**src/rtl/sum_accumulator_if.sv**
```systemverilog
// Handshake bundle between the nibble-adder stage, the sum accumulator and its
// downstream reader: an input sum channel and an output block-total channel.
interface sum_accumulator_if #(
    parameter int IN_W  = 4,
    parameter int ACC_W = 6
);
    logic             in_valid;
    logic             in_ready;
    logic [IN_W-1:0]  in_data;
    logic             out_valid;
    logic             out_ready;
    logic [ACC_W-1:0] out_data;
    logic             out_ovf;

    modport master (
        output in_valid, in_data, out_ready,
        input  in_ready, out_valid, out_data, out_ovf
    );

    modport slave (
        input  in_valid, in_data, out_ready,
        output in_ready, out_valid, out_data, out_ovf
    );
endinterface

```
**src/rtl/sum_accumulator.sv**
```systemverilog
// Collects COUNT successive sums into an ACC_W-bit block total with a sticky
// overflow flag. Optional feature macro ACCUM_SAT_EN: clamp instead of wrap.
module sum_accumulator #(
    parameter int IN_W  = 4,
    parameter int ACC_W = 6,
    parameter int COUNT = 8
) (
    input  logic             i_clk,
    input  logic             i_reset,
    sum_accumulator_if.slave bus,
    output logic             o_busy
);
    typedef enum logic [1:0] {
        IDLE  = 2'd0,
        ACCUM = 2'd1,
        DONE  = 2'd2
    } state_t;

    localparam logic [7:0] COUNT_L = 8'(COUNT);
    localparam int         PAD_W   = ACC_W + 1 - IN_W;

    state_t           r_state;
    state_t           w_state_n;
    logic [ACC_W-1:0] r_acc;
    logic [ACC_W-1:0] w_acc_n;
    logic [7:0]       r_cnt;
    logic [7:0]       w_cnt_n;
    logic             r_ovf;
    logic             w_ovf_n;
    logic [ACC_W:0]   w_sum;
    logic             w_accept;

    assign w_accept = bus.in_valid && (r_state != DONE);

    always_ff @(posedge i_clk) begin
        if (i_reset) begin
            r_state <= IDLE;
            r_acc   <= '0;
            r_cnt   <= '0;
            r_ovf   <= 1'b0;
        end else begin
            r_state <= w_state_n;
            r_acc   <= w_acc_n;
            r_cnt   <= w_cnt_n;
            r_ovf   <= w_ovf_n;
        end
    end

    // The extra sum bit is the carry out of the accumulator and flags overflow.
    always_comb begin
        w_state_n = r_state;
        w_acc_n   = r_acc;
        w_cnt_n   = r_cnt;
        w_ovf_n   = r_ovf;
        w_sum     = ((r_state == ACCUM) ? {1'b0, r_acc} : '0)
                  + {{PAD_W{1'b0}}, bus.in_data};

        case (r_state)
            IDLE, ACCUM: begin
                if (w_accept) begin
                    w_cnt_n = (r_state == IDLE) ? 8'd1 : (r_cnt + 8'd1);
                    w_ovf_n = r_ovf | w_sum[ACC_W];
`ifdef ACCUM_SAT_EN
                    w_acc_n = w_sum[ACC_W] ? '1 : w_sum[ACC_W-1:0];
`else
                    w_acc_n = w_sum[ACC_W-1:0];
`endif
                    w_state_n = (w_cnt_n == COUNT_L) ? DONE : ACCUM;
                end
            end
            DONE: begin
                if (bus.out_ready) begin
                    w_state_n = IDLE;
                    w_acc_n   = '0;
                    w_cnt_n   = '0;
                    w_ovf_n   = 1'b0;
                end
            end
            default: begin
                w_state_n = IDLE;
                w_acc_n   = '0;
                w_cnt_n   = '0;
                w_ovf_n   = 1'b0;
            end
        endcase
    end

    // Total and flag are gated so the output bus reads zero between blocks.
    assign bus.in_ready  = (r_state != DONE);
    assign bus.out_valid = (r_state == DONE);
    assign bus.out_data  = (r_state == DONE) ? r_acc : '0;
    assign bus.out_ovf   = (r_state == DONE) ? r_ovf : 1'b0;
    assign o_busy        = (r_state == ACCUM);
endmodule

```
**src/flat_wrapper.sv**
```systemverilog
// flat-port wrapper written by rule: the top's interface ports become plain ports
module sum_accumulator_flat 
#(
    parameter int IN_W  = 4,
    parameter int ACC_W = 6,
    parameter int COUNT = 8
)
  (i_clk, i_reset, o_busy, bus_in_valid, bus_in_data, bus_out_ready, bus_in_ready, bus_out_valid, bus_out_data, bus_out_ovf);
  sum_accumulator_if #(.IN_W(IN_W), .ACC_W(ACC_W)) bus_i ();
  input  logic i_clk;
  input  logic i_reset;
  output logic o_busy;
  input wire logic [$bits(bus_i.in_valid)-1:0] bus_in_valid;
  input wire logic [$bits(bus_i.in_data)-1:0] bus_in_data;
  input wire logic [$bits(bus_i.out_ready)-1:0] bus_out_ready;
  output wire logic [$bits(bus_i.in_ready)-1:0] bus_in_ready;
  output wire logic [$bits(bus_i.out_valid)-1:0] bus_out_valid;
  output wire logic [$bits(bus_i.out_data)-1:0] bus_out_data;
  output wire logic [$bits(bus_i.out_ovf)-1:0] bus_out_ovf;
  assign bus_i.in_valid = bus_in_valid;
  assign bus_i.in_data = bus_in_data;
  assign bus_i.out_ready = bus_out_ready;
  assign bus_in_ready = bus_i.in_ready;
  assign bus_out_valid = bus_i.out_valid;
  assign bus_out_data = bus_i.out_data;
  assign bus_out_ovf = bus_i.out_ovf;
  sum_accumulator #(.IN_W(IN_W), .ACC_W(ACC_W), .COUNT(COUNT)) u_core (.i_clk(i_clk), .i_reset(i_reset), .bus(bus_i), .o_busy(o_busy));
endmodule
```
**config.mk**
```make
export PLATFORM = sky130hd
export DESIGN_NAME = sum_accumulator_flat
export DESIGN_NICKNAME = d
export VERILOG_FILES = /design/src/rtl/sum_accumulator_if.sv /design/src/rtl/sum_accumulator.sv /design/src/flat_wrapper.sv
export SDC_FILE = /design/constraint.sdc
export NUM_CORES = 1
export LEC_CHECK = 0
export CAP_MARGIN = 20
export CORE_MARGIN = 2
export CORE_UTILIZATION = 50
export CTS_CLUSTER_DIAMETER = 80
export DETAILED_ROUTE_END_ITERATION = 12
export GPL_TIMING_DRIVEN = 0
export HOLD_SLACK_MARGIN = 0.15
export PLACE_DENSITY = 0.73
export SLEW_MARGIN = 15
export SYNTH_ARGS = -nofsm -noshare
export SYNTH_HDL_FRONTEND = slang
export SYNTH_SLANG_ARGS = --single-unit
export TNS_END_PERCENT = 10
```
**constraint.sdc**
```tcl
create_clock -name i_clk -period 5.7 [get_ports i_clk]
set_input_delay 0.57 -clock i_clk [delete_from_list [all_inputs] [get_ports i_clk]]
set_output_delay 0.57 -clock i_clk [all_outputs]
set_load 0.02 [all_outputs]
```
==> reports/metrics.yaml <==
status:
  status: "finished, final reports clean"
global_routing:
  grt_first_pass_wirelength_um: 4320
  first_global_vias: 978
  antenna_found_initial: 0
  grt_use_total: 0.217
  grt_overflow: 0
  grt_max_degree: 11
sta:
  slew_headroom: 0.685
  grt_setup_unrepaired: "false"
  hold_violations: 0
  clock.fmax_ghz: 0.390
  fin_tns_setup_ns: 0
  setup_viol: 0
  skew_ns: 0.00425
  worstMarginPinSlew_ns: 0.472
  period_share: 0.450
  min_period_ns: 2.57
  slew_violations: 0
logic_synthesis:
  async_flop_share: 0
  synth-edff-count: 0
  avgSynthCellArea_um2: 8.16
  synth_area_um2: 1160
  yosysTopAreaCellShare: 0.294
  synth-main-ff-cell: "dfxtp_1"
  synthCells: 142
  yosysMostFrequentCell: "dfxtp_1"
  synth_area_leaders: "dfxtp_1 (29%), and2_1 (5.4%), ha_1 (5.4%), a21oi_1 (5.2%), nor2_1 (4.9%)"
  yosysSeqAreaShare: 0.294
  synth_top_cell_by_area: "dfxtp_1"
  ys_types: 44
  ys_ff_latch: 17
  synth.yosys.warnings: 0
  synth_nets: 156
  synth.top_cells.by_count: "dfxtp_1 (17), nor2_1 (15), a21oi_1 (12)"
detailed_routing:
  route.antenna.remaining_nets: 0
  wl_per_cell_um: 13.7
  dr.first_iter.drc_count: 33
  drtPass1Iterations: 4
  drc: 0
  totalWireLength_um: 2610
  vias_per_cell: 5.69
  vias: 1081
layout:
  drive_above_1_share: 0.111
  antenna-diode-count: 0
  fin_nets: 177
  fill_cells: 198
  syn_to_final_growth_pct: 19.2
clock_network:
  holdBufCountCts: 0
  cts_tree: "done"
  cts_resized: 0
  clk_pin_slew_ns: 0.11
  clk_latency_ns: 0.30
  numCtsBuffers: 3
  clock_path_buffers: 2
  root_buffer: "clkbuf_4"
  clock-sinks: 17
  cts.htree.levels: 1
  cts_setup_buffers: 0
pwr:
  power_density_nw_per_um2: 167
  fin_total_pwr_w: 0.000230
  p_leak_nw: 0.545
  ir_drop_mv: 0.118
placed_design:
  dp_hpwl_um: 1900
  gp_congestion: 0.867
  port-buffer-count: 16
critical_path:
  critPathArrivalTime_ns: 2.00
  cp_max_fo: 10
  cp.required_ns: 5.13
  endpoint_kind: "primary output"
  crit_type: "flop to primary output"
  cp-start-kind: "flop"
die:
  ios: 18
  start_util: 0.529
  fp.dieW_um: 52.1
  die-height_um: 52.1
  core-area_um2: 2190
  die_area_um2: 2720
  num_rows: 17
job:
  cap_violations: 0
worst_hold_path:
  hp-class: "flop to flop"
==> metal layers <==
layer,part of all wire,track usage
met5,0,0
met4,0.013,0.0983
met3,0.046,0.0259
met2,0.46,0.323
met1,0.48,0.312
==> critical path: stages, from the launching register on <==
cell	delay, ns
dfxtp_1	0.44
clkbuf_8	0.21
nand2b_1	0.11
inv_1	0.18
and2_1	0.15
clkdlybuf4s50_1	0.60
==> through the flow <==
step | cells | utilization | hold WS (ns) | cell area [um2] | setup slack (ns)
2_1_floorplan | 142 | - | 0.436 | 1160 | 3.52
3_3_place_gp | 186 | 0.618 | 0.447 | 1350 | 3.28
3_5_place_dp | 186 | 0.618 | 0.468 | 1350 | 3.28
4_1_cts | 190 | 0.630 | 0.482 | 1380 | 3.13
5_1_grt | 190 | 0.630 | 0.497 | 1380 | 3.02
6_report | 190 | 0.630 | 0.475 | 1380 | 3.13
==> registers in the layout, summed over array words and instances, names as in the netlist <==
register,flops
u_core.r_state,2
u_core.r_ovf,1
u_core.r_cnt,8
u_core.r_acc,6
==> final timing paths <==
path / from / endpoint / slack, ns / cells after the start
hold / removal: u_core.r_acc[0]$_SDFFE_PP0P_ / u_core.r_acc[0]$_SDFFE_PP0P_ / 0.47 / 2
setup reg to reg: u_core.r_state[0]$_SDFFE_PP0P_ / u_core.r_acc[4]$_SDFFE_PP0P_ / 3.29 / 13
setup / recovery: u_core.r_state[1]$_SDFFE_PP0P_ / bus_out_data[0] / 3.13 / 5
hold reg to reg: u_core.r_acc[0]$_SDFFE_PP0P_ / u_core.r_acc[0]$_SDFFE_PP0P_ / 0.47 / 2
==> layout make-up <==
| class | count | area (um2) | area share |
|---|---|---|---|
| Clock inverter | 1 | 5.00 | 0.00362 |
| Buffer | 7 | 58.8 | 0.0426 |
| Clock buffer | 3 | 22.5 | 0.0163 |
| Tap cell | 28 | 35.0 | 0.0254 |
| Inverter | 8 | 30.0 | 0.0217 |
| Timing Repair Buffer | 16 | 160 | 0.116 |
| Sequential cell | 17 | 340 | 0.246 |
| Multi-Input combinational cell | 110 | 729 | 0.528 |
==> logic make-up after synthesis <==
family | Yosys count | share of synthesized area
compound gates | 34 | 0.201
simple gates | 64 | 0.305
buf+inv | 15 | 0.0767
fa+ha+maj | 6 | 0.0713
mux | 1 | 0.00864
flops | 17 | 0.294
xor+xnor | 5 | 0.0443
==> report_power, final <==
part	switching, W	leakage (nW)	internal (W)
Clock	0.0000421	0.0177	0.0000261
Combinational	0.0000199	0.388	0.0000169
Sequential	0.00000308	0.138	0.000122
Total	0.0000651	0.545	0.000165
==> placed cells by master (no fill, tap or decap), types with 3 or more instances in the layout <==
| cell type | netlist | final |
|---|---|---|
| nand2b_1 | 3 | 3 |
| and2_1 | 10 | 10 |
| inv_1 | 8 | 8 |
| nor3_1 | 6 | 6 |
| nor2b_1 | 4 | 4 |
| clkbuf_4 | 0 | 3 |
| a21oi_1 | 12 | 12 |
| nor2_1 | 15 | 15 |
| xnor2_1 | 3 | 3 |
| clkbuf_8 | 3 | 3 |
| clkdlybuf4s50_1 | 0 | 16 |
| ha_1 | 5 | 5 |
| nand3_1 | 7 | 7 |
| o21ai_0 | 6 | 6 |
| dfxtp_1 | 17 | 17 |
| nand2_1 | 8 | 8 |
(Power assumes the default switching activity.)
